`src/rtl/iob_cache_arbiter.sv`:
```
// iob_cache_arbiter: round-robin arbiter sharing one cache front-end port among N_REQ requesters.
// Define IOB_CACHE_ARB_TIMEOUT_EN to add the err_o watchdog that aborts stalled transactions.
module iob_cache_arbiter #(
    parameter int N_REQ     = 4,
    parameter int ADDR_W    = 32,
    parameter int DATA_W    = 32,
    parameter int TIMEOUT_W = 8
) (
    input  logic                      clk_i,
    input  logic                      arst_n_i,
    input  logic                      cke_i,
    input  logic [N_REQ-1:0]          req_valid_i,
    input  logic [N_REQ*ADDR_W-1:0]   req_addr_i,
    input  logic [N_REQ*DATA_W-1:0]   req_wdata_i,
    input  logic [N_REQ*DATA_W/8-1:0] req_wstrb_i,
    output logic [N_REQ-1:0]          req_ack_o,
    output logic [N_REQ-1:0]          resp_valid_o,
    output logic [DATA_W-1:0]         resp_rdata_o,
    output logic                      mem_valid_o,
    output logic [ADDR_W-1:0]         mem_addr_o,
    output logic [DATA_W-1:0]         mem_wdata_o,
    output logic [DATA_W/8-1:0]       mem_wstrb_o,
    input  logic                      mem_ack_i,
    input  logic                      mem_rvalid_i,
    input  logic [DATA_W-1:0]         mem_rdata_i,
    output logic [N_REQ-1:0]          grant_o,
`ifdef IOB_CACHE_ARB_TIMEOUT_EN
    output logic                      err_o,
`endif
    output logic                      busy_o
);
    localparam int IDX_W  = (N_REQ > 1) ? $clog2(N_REQ) : 1;
    localparam int STRB_W = DATA_W / 8;

    if (N_REQ < 2 || DATA_W % 8 != 0 || TIMEOUT_W < 1) begin : g_bad_params
        $error("iob_cache_arbiter: illegal parameter combination");
    end

    typedef enum logic [1:0] {IDLE, ISSUE, WAIT_RESP} state_t;

    state_t              state_reg, state_next;
    logic [IDX_W-1:0]    ptr_reg, ptr_next;
    logic [IDX_W-1:0]    gidx_reg, gidx_next;
    logic [N_REQ-1:0]    grant_reg, grant_next;
    logic [ADDR_W-1:0]   addr_reg, addr_next;
    logic [DATA_W-1:0]   wdata_reg, wdata_next;
    logic [STRB_W-1:0]   wstrb_reg, wstrb_next;
    logic [DATA_W-1:0]   rdata_reg, rdata_next;
    logic [N_REQ-1:0]    ack_pulse, resp_pulse;
    logic                resp_fire;
    logic                sel_found;
    logic [IDX_W-1:0]    sel_idx, cand, ptr_inc;

    logic [ADDR_W-1:0]   req_addr  [N_REQ];
    logic [DATA_W-1:0]   req_wdata [N_REQ];
    logic [STRB_W-1:0]   req_wstrb [N_REQ];

    for (genvar gi = 0; gi < N_REQ; gi++) begin : g_unpack
        assign req_addr[gi]  = req_addr_i[gi*ADDR_W +: ADDR_W];
        assign req_wdata[gi] = req_wdata_i[gi*DATA_W +: DATA_W];
        assign req_wstrb[gi] = req_wstrb_i[gi*STRB_W +: STRB_W];
    end

    // First valid requester at or above ptr, wrapping around.
    always_comb begin
        sel_found = 1'b0;
        sel_idx   = '0;
        cand      = '0;
        for (int i = 0; i < N_REQ; i++) begin
            cand = (int'(ptr_reg) + i >= N_REQ) ? IDX_W'(int'(ptr_reg) + i - N_REQ)
                                                : IDX_W'(int'(ptr_reg) + i);
            if (!sel_found && req_valid_i[cand]) begin
                sel_found = 1'b1;
                sel_idx   = cand;
            end
        end
    end

    assign ptr_inc = (gidx_reg == IDX_W'(N_REQ - 1)) ? '0 : gidx_reg + 1'b1;

`ifdef IOB_CACHE_ARB_TIMEOUT_EN
    logic [TIMEOUT_W-1:0] tmo_cnt_reg;
    logic                 err_pulse;
`endif

    always_comb begin
        state_next = state_reg;
        ptr_next   = ptr_reg;
        gidx_next  = gidx_reg;
        grant_next = grant_reg;
        addr_next  = addr_reg;
        wdata_next = wdata_reg;
        wstrb_next = wstrb_reg;
        rdata_next = rdata_reg;
        ack_pulse  = '0;
        resp_pulse = '0;
        resp_fire  = 1'b0;
`ifdef IOB_CACHE_ARB_TIMEOUT_EN
        err_pulse  = 1'b0;
`endif
        if (cke_i) begin
            case (state_reg)
                IDLE: begin
                    if (sel_found) begin
                        gidx_next  = sel_idx;
                        grant_next = N_REQ'(1) << sel_idx;
                        addr_next  = req_addr[sel_idx];
                        wdata_next = req_wdata[sel_idx];
                        wstrb_next = req_wstrb[sel_idx];
                        state_next = ISSUE;
                    end
                end
                ISSUE: begin
                    if (mem_ack_i) begin
                        ack_pulse[gidx_reg] = 1'b1;
                        ptr_next            = ptr_inc;
                        if (wstrb_reg != '0 || mem_rvalid_i) begin
                            resp_fire  = (wstrb_reg == '0);
                            grant_next = '0;
                            state_next = IDLE;
                        end else begin
                            state_next = WAIT_RESP;
                        end
                    end
                end
                WAIT_RESP: begin
                    if (mem_rvalid_i) begin
                        resp_fire  = 1'b1;
                        grant_next = '0;
                        state_next = IDLE;
                    end
                end
                default: state_next = IDLE;
            endcase
            if (resp_fire) begin
                resp_pulse[gidx_reg] = 1'b1;
                rdata_next           = mem_rdata_i;
            end
`ifdef IOB_CACHE_ARB_TIMEOUT_EN
            // Watchdog only fires when the transaction made no progress this cycle.
            if (state_reg != IDLE && state_next == state_reg && (&tmo_cnt_reg)) begin
                err_pulse           = 1'b1;
                ack_pulse[gidx_reg] = 1'b1;
                ptr_next            = ptr_inc;
                grant_next          = '0;
                state_next          = IDLE;
            end
`endif
        end
    end

    always_ff @(posedge clk_i or negedge arst_n_i) begin
        if (!arst_n_i) begin
            state_reg <= IDLE;
            ptr_reg   <= '0;
            gidx_reg  <= '0;
            grant_reg <= '0;
            addr_reg  <= '0;
            wdata_reg <= '0;
            wstrb_reg <= '0;
            rdata_reg <= '0;
        end else if (cke_i) begin
            state_reg <= state_next;
            ptr_reg   <= ptr_next;
            gidx_reg  <= gidx_next;
            grant_reg <= grant_next;
            addr_reg  <= addr_next;
            wdata_reg <= wdata_next;
            wstrb_reg <= wstrb_next;
            rdata_reg <= rdata_next;
        end
    end

`ifdef IOB_CACHE_ARB_TIMEOUT_EN
    always_ff @(posedge clk_i or negedge arst_n_i) begin
        if (!arst_n_i) begin
            tmo_cnt_reg <= '0;
        end else if (cke_i) begin
            if (state_next != state_reg) begin
                tmo_cnt_reg <= '0;
            end else if (state_reg != IDLE) begin
                tmo_cnt_reg <= tmo_cnt_reg + 1'b1;
            end
        end
    end

    assign err_o = err_pulse;
`endif

    assign req_ack_o    = ack_pulse;
    assign resp_valid_o = resp_pulse;
    assign resp_rdata_o = resp_fire ? mem_rdata_i : rdata_reg;
    assign mem_valid_o  = (state_reg == ISSUE);
    assign mem_addr_o   = addr_reg;
    assign mem_wdata_o  = wdata_reg;
    assign mem_wstrb_o  = wstrb_reg;
    assign grant_o      = grant_reg;
    assign busy_o       = (state_reg != IDLE);

endmodule

```
`config.mk`:
```
export PLATFORM = sky130hd
export DESIGN_NAME = iob_cache_arbiter
export DESIGN_NICKNAME = d
export VERILOG_FILES = /design/src/rtl/iob_cache_arbiter.sv
export SDC_FILE = /design/constraint.sdc
export NUM_CORES = 1
export LEC_CHECK = 0
export ABC_CLOCK_PERIOD_IN_PS = 3500
export BUFFER_PORTS_ARGS = -buffer_cell sky130_fd_sc_hd__buf_2
export CORE_AREA = 8 8 162 164
export DETAILED_ROUTE_END_ITERATION = 6
export DIE_AREA = 0 0 170 172
export PLACE_DENSITY_LB_ADDON = 0.2
export SKIP_LAST_GASP = 1
export SLEW_MARGIN = 20
export SYNTH_ARGS = -nofsm -noshare
export SYNTH_HDL_FRONTEND = slang
export SYNTH_SLANG_ARGS = --single-unit
```
`constraint.sdc`:
```
create_clock -name clk_i -period 3.5 [get_ports clk_i]
set_input_delay 0.175 -clock clk_i [delete_from_list [all_inputs] [get_ports clk_i]]
set_output_delay 0.175 -clock clk_i [all_outputs]
set_load 0.005 [all_outputs]
```
# After elaboration in Yosys (flattened, before gate mapping)
# Cells that the tools add are included.
# word_totals
output_inout_bits	114
inputBits	313
register_bits	110
elab_cells	108
# classes
n_lt_le_gt_ge	11
n_mux	54
eq_ne	7
n_addsub	8
bitwise	1
shifts	1
n_reduce_logical	18
# op_table
operator	count
32-bit 2-to-1 mux	5
32-bit binary-select mux with 2-bit select	2
4-bit 2-to-1 mux	11
2-bit 2-to-1 mux	13
2-bit by 3-bit < comparator with 1-bit output (second input constant)	5
1-bit 2-to-1 mux	14
3-bit >= comparator (second input constant)	4
4-bit case mux with 3 select lines	1
1-bit binary-select mux with 2-bit select	4
4-bit binary-select mux with 2-bit select	1
2-bit by 1-bit subtractor with 2-bit output (second input constant)	4
2-bit by 2-bit adder with 3-bit output (second input constant)	2
2-bit case mux with 3 select lines	1
3-bit AND reduction	2
6-bit AND reduction	1
2-bit == test (second input constant)	2
1-bit logical AND	4
4-bit zero test	1
2-bit by 1-bit != test with 1-bit output (second input constant)	2
2-bit != test (second input constant)	2
4-bit AND reduction	1
4-bit nonzero test	1
1-bit by 2-bit << shifter with 4-bit output (first input constant)	1
2-bit by 1-bit adder with 3-bit output (second input constant)	1
other kinds (13)	15

# Logic depth before layout (Yosys ltp)
# depth
word_depth	18
ltp_mapped	8
depth_no_buf	6

# Least setup slack after synthesis
# Ideal clock, no wire load.
# synth_timing
path_type	flip-flop to flip-flop
startpoint	reg state_reg[0]
endpoint	reg grant_reg[1], in the netlist grant_o[1]
path_stages_with_launch	8
setup_ns	0.125
path_buffers	1
required_time_ns	3.375
setup_slack_ns	1.567
period_less_slack_ns	1.933
arrival_ns	1.808
cell_sequence	dfrtp_1 inv_1 ha_1 inv_1 o221ai_1 or4_1 buf_2 mux2_4
# synth_between
elab_chain_len	3
word_cells_on_any_way	10
classes_between	eq/ne (6); mux (1); reduce/logical (3)
# synth_rtl
item	line	text
from (decl)	41	state_t state_reg, state_next;
from (signal assigned)	163	state_reg <= state_next;
2-bit by 1-bit == test with 1-bit output (tied with other cells)	102	case (state_reg)
2-bit by 1-bit != test with 1-bit output (no source line) (tied with other cells)	-	
6-bit AND reduction (no source line)	-	
to (signal assigned)	166	grant_reg <= grant_next;
to (decl)	44	logic [N_REQ-1:0] grant_reg, grant_next;
# Several ways; a longest one is shown, not always the timed one.
# A chain may end at the register's enable or synchronous reset.

# Final worst setup path
# layout_timing
startpoint	reg wstrb_reg[1], in the netlist mem_wstrb_o[1]
endpoint	out resp_rdata_o[2]
# layout_between
elab_chain_len	8
word_cells_on_any_way	9
classes_between	mux (6); reduce/logical (3)
# layout_rtl
item	line	text
from (decl)	47	logic [STRB_W-1:0] wstrb_reg, wstrb_next;
from (signal assigned)	169	wstrb_reg <= wstrb_next;
4-bit nonzero test	117	if (wstrb_reg != '0 || mem_rvalid_i) begin
1-bit logical OR	117	
1-bit 2-to-1 mux *	117	
1-bit 2-to-1 mux *	114	if (mem_ack_i) begin
1-bit case mux with 2 select lines *	102	
1-bit 2-to-1 mux * (2 in a row)	101	if (cke_i) begin
32-bit 2-to-1 mux *	192	assign resp_rdata_o = resp_fire ? mem_rdata_i : rdata_reg;
to (decl)	18	output logic [DATA_W-1:0] resp_rdata_o,
# Mark *: on every way between the ends. The rest lies on a longest branch, timed or not. The select of a mux whose other input is x is not followed.

==> out/qor.csv <==
metric;value;unit
status;finished clean;
drt initial violations;405;
Syn Area/Cell;9.11;um2
DRT Wirelength;31800;um
crit-path max FO;56;
cell area power density;674;mW/mm2
GR met2 Demand/Resource;35.4;%
Final Power;6.40;mW
Vias/cell;5.17;
Final Hold Viols;0;
DP HPWL;23500;um
Post-synth EDFFs;0;
DR pass1 iterations;5;
ys async rst share;100;%
worst setup path class;register to output pin;
routability congestion estimate;0.864;
Die Wd;170;um
Initial Util;28.6;%
Sw Pwr;2.67;mW
CTS Buf Count;9;
fin crit period;3.06;ns
Core Box Area;0.0238;mm2
area grow syn2layout;39.7;%
final setup skew;0.0136;ns
Post-synth top flop;dfrtp_1;
fmax;0.326;GHz
DIE AREA;0.0292;mm2
Final period util;87.6;%
Resized Gates After CTS;0;
fill cell count;2558;
Tightest Hold Check Type;primary input to register;
CP Capture Type;output pin;
GR Overflow Total;0;
H-tree depth;3;
die height;172;um
clock network power share;17.1;%
syn nets;1068;
Post-Syn Instances;747;
initial antenna violation count;10;
required time of the critical path;3.32;ns
sw frac;41.7;%
RSZ-0062 raised after global routing;false;
CTS sink count;110;
DRC viols;0;
Root Buffer;clkbuf_16;
Seq/Total Area, Yosys;40.5;%
max_cap viols;0;
first-pass GRT wire length;46400;um
CTS tree;yes;
Setup Buffers After CTS;0;
Area contributors post-synth;dfrtp_1 (40%), a31oi_1 (13%), mux2_2 (11%), a22oi_1 (7.5%), and3_1 (6.4%);
global-route track usage on met1;23.7;%
Flop pwr share;33.7;%
Peak supply drop;0.000269;V
wire length per cell;21.9;um
Vias;7519;
Slew HR;26.7;%
count of cell types in the netlist;40;
Max Root-Sink Buffers;2;
Rows;57;
Final setup viols;0;
area of the mapped netlist;0.00680;mm2
vias in the first global route;7755;
post-synth top area share;40.5;%
Worst-path clk slew;0.08;ns
largest net degree at the start of global routing;75;
remaining antenna violation count after routing;0;
Ys Warns;0;
Logic pwr share;49.2;%
I/O pin count;427;
Slew Viols, Final;0;
Arrival @ worst endpoint;2.89;ns
global route hottest layer;met2;
number of synthesized register bits;110;
Skew-Pair Late Insertion Delay;0.36;ns
setup TNS;0;ns
met3 GRT Util;7.17;%
internal power;3.74;mW
share of layout cells above drive strength 1;47.7;%
leakage;4.75;nW
Yosys top cell by area;dfrtp_1;
startpoint types;register;
gr usage total;20.7;%
IO buf count;426;
actual slew at the worst max-slew pin;1.10;ns
Final #Nets;1436;
worst paths after layout:
check / cells after the start / start / slack (ns) / end
min reg2reg: 1 / rdata_reg[28] / 0.51 / rdata_reg[28]
min in group asynchronous: 2 / arst_n_i / 0.40 / ptr_reg[1]
max: 6 / mem_wstrb_o[1] / 0.44 / resp_rdata_o[2]
min: 2 / mem_rdata_i[22] / 0.06 / rdata_reg[22]
max reg2reg: 5 / mem_wstrb_o[1] / 0.99 / rdata_reg[11]
max in group asynchronous: 3 / arst_n_i / 2.31 / mem_wstrb_o[1]
final cells by class:
| cell class | instances | area (um2) | share of cell area, % |
|---|---|---|---|
| clock buffers | 9 | 225 | 2.37 |
| multi-input cells | 539 | 3670 | 38.6 |
| repair buffers | 443 | 2300 | 24.2 |
| flip-flops and latches | 110 | 2750 | 29.0 |
| inverters | 12 | 45.0 | 0.474 |
| diodes | 11 | 27.5 | 0.290 |
| clock inverters | 7 | 80.1 | 0.843 |
| well taps | 324 | 405 | 4.27 |
through the flow:
step / std cells / utilization, % / hold WS [ns] / area, um2 / worst slack [ns]
after floorplan: 747 / - / -0.121 / 6800 / 1.57
after global placement: 1427 / 38.5 / 0.266 / 9160 / 0.896
after detailed placement: 1427 / 38.5 / 0.271 / 9160 / 0.814
after CTS: 1444 / 39.8 / 0.0404 / 9480 / 0.400
after global routing: 1452 / 39.9 / 0.0531 / 9500 / 0.296
final: 1455 / 39.9 / 0.0551 / 9500 / 0.435
per-layer routing:
| layer | vias up | share of wire (%) |
|---|---|---|
| met2 | 310 | 50 |
| met4 | 0 | 2.2 |
| met1 | 3600 | 39 |
| met5 | - | 0 |
| met3 | 34 | 9.0 |
| li1 | 3575 | - |
power by group through the flow:
stage | clock network (mW) | registers [mW] | logic, mW
6_report | 1.09 | 2.16 | 3.15
3_3_place_gp | 0 | 2.17 | 3.17
3_5_place_dp | 0 | 2.17 | 3.20
4_1_cts | 1.14 | 2.16 | 3.20
5_1_grt | 1.17 | 2.23 | 3.49
2_1_floorplan | 0 | 2.15 | 1.74
cell usage in the layout, fill, tap and decap left out, types with 2 or more instances in the layout:
cell type / instances
buf_2: 425
a31oi_1: 136
dfrtp_1: 110
o21ai_0: 73
nor2_1: 72
and3_1: 69
a22oi_1: 68
mux2_2: 66
buf_4: 14
inv_1: 12
diode_2: 11
clkbuf_16: 9
and2_1: 8
ha_1: 8
nand2_1: 4
nor2b_1: 4
mux2i_1: 3
buf_12: 3
nand3_1: 2
o221ai_1: 2
or4_1: 2
a21oi_1: 2
inv_6: 2
critical path, cell delays in order, from the launching register on:
cell and delay (ns):
dfrtp_1 0.40, nor4_1 0.62, nand3_1 0.23, a21oi_4 0.41, buf_12 0.32, mux2_2 0.39
buf_2 0.13
what timing repair did:
item / 4_1_cts / 5_1_grt
endpoints found under the setup margin: 0 / 0
hold buffers: 1 / 0
hold endpoints to repair: 48 / 0
Yosys cell counts, types with 3 or more instances:
| master | n |
|---|---|
| buf_2 | 28 |
| o21ai_0 | 73 |
| clkbuf_1 | 50 |
| ha_1 | 8 |
| nor2b_1 | 4 |
| nand2_1 | 4 |
| inv_1 | 12 |
| mux2_2 | 66 |
| a31oi_1 | 136 |
| nor2_1 | 72 |
| mux2i_1 | 3 |
| buf_4 | 6 |
| a22oi_1 | 68 |
| and3_1 | 70 |
| and2_1 | 8 |
| nand3_1 | 3 |
| dfrtp_1 | 110 |
logic make-up (layout without fill, tap and decap cells):
kind of cell               after synthesis  after routing  share of synthesized area [%]
DFF                                    110            110                           40.5
other                                    0             11                              0
AOI/OAI and AO/OA                      292            292                           27.3
buffers and inverters                   98            471                           6.38
muxes                                   70             70                           11.6
adders and majority gates                8              8                           1.47
and+or+nand+nor                        169            169                           12.8
No activity file was read; power rests on OpenSTA's default activity.
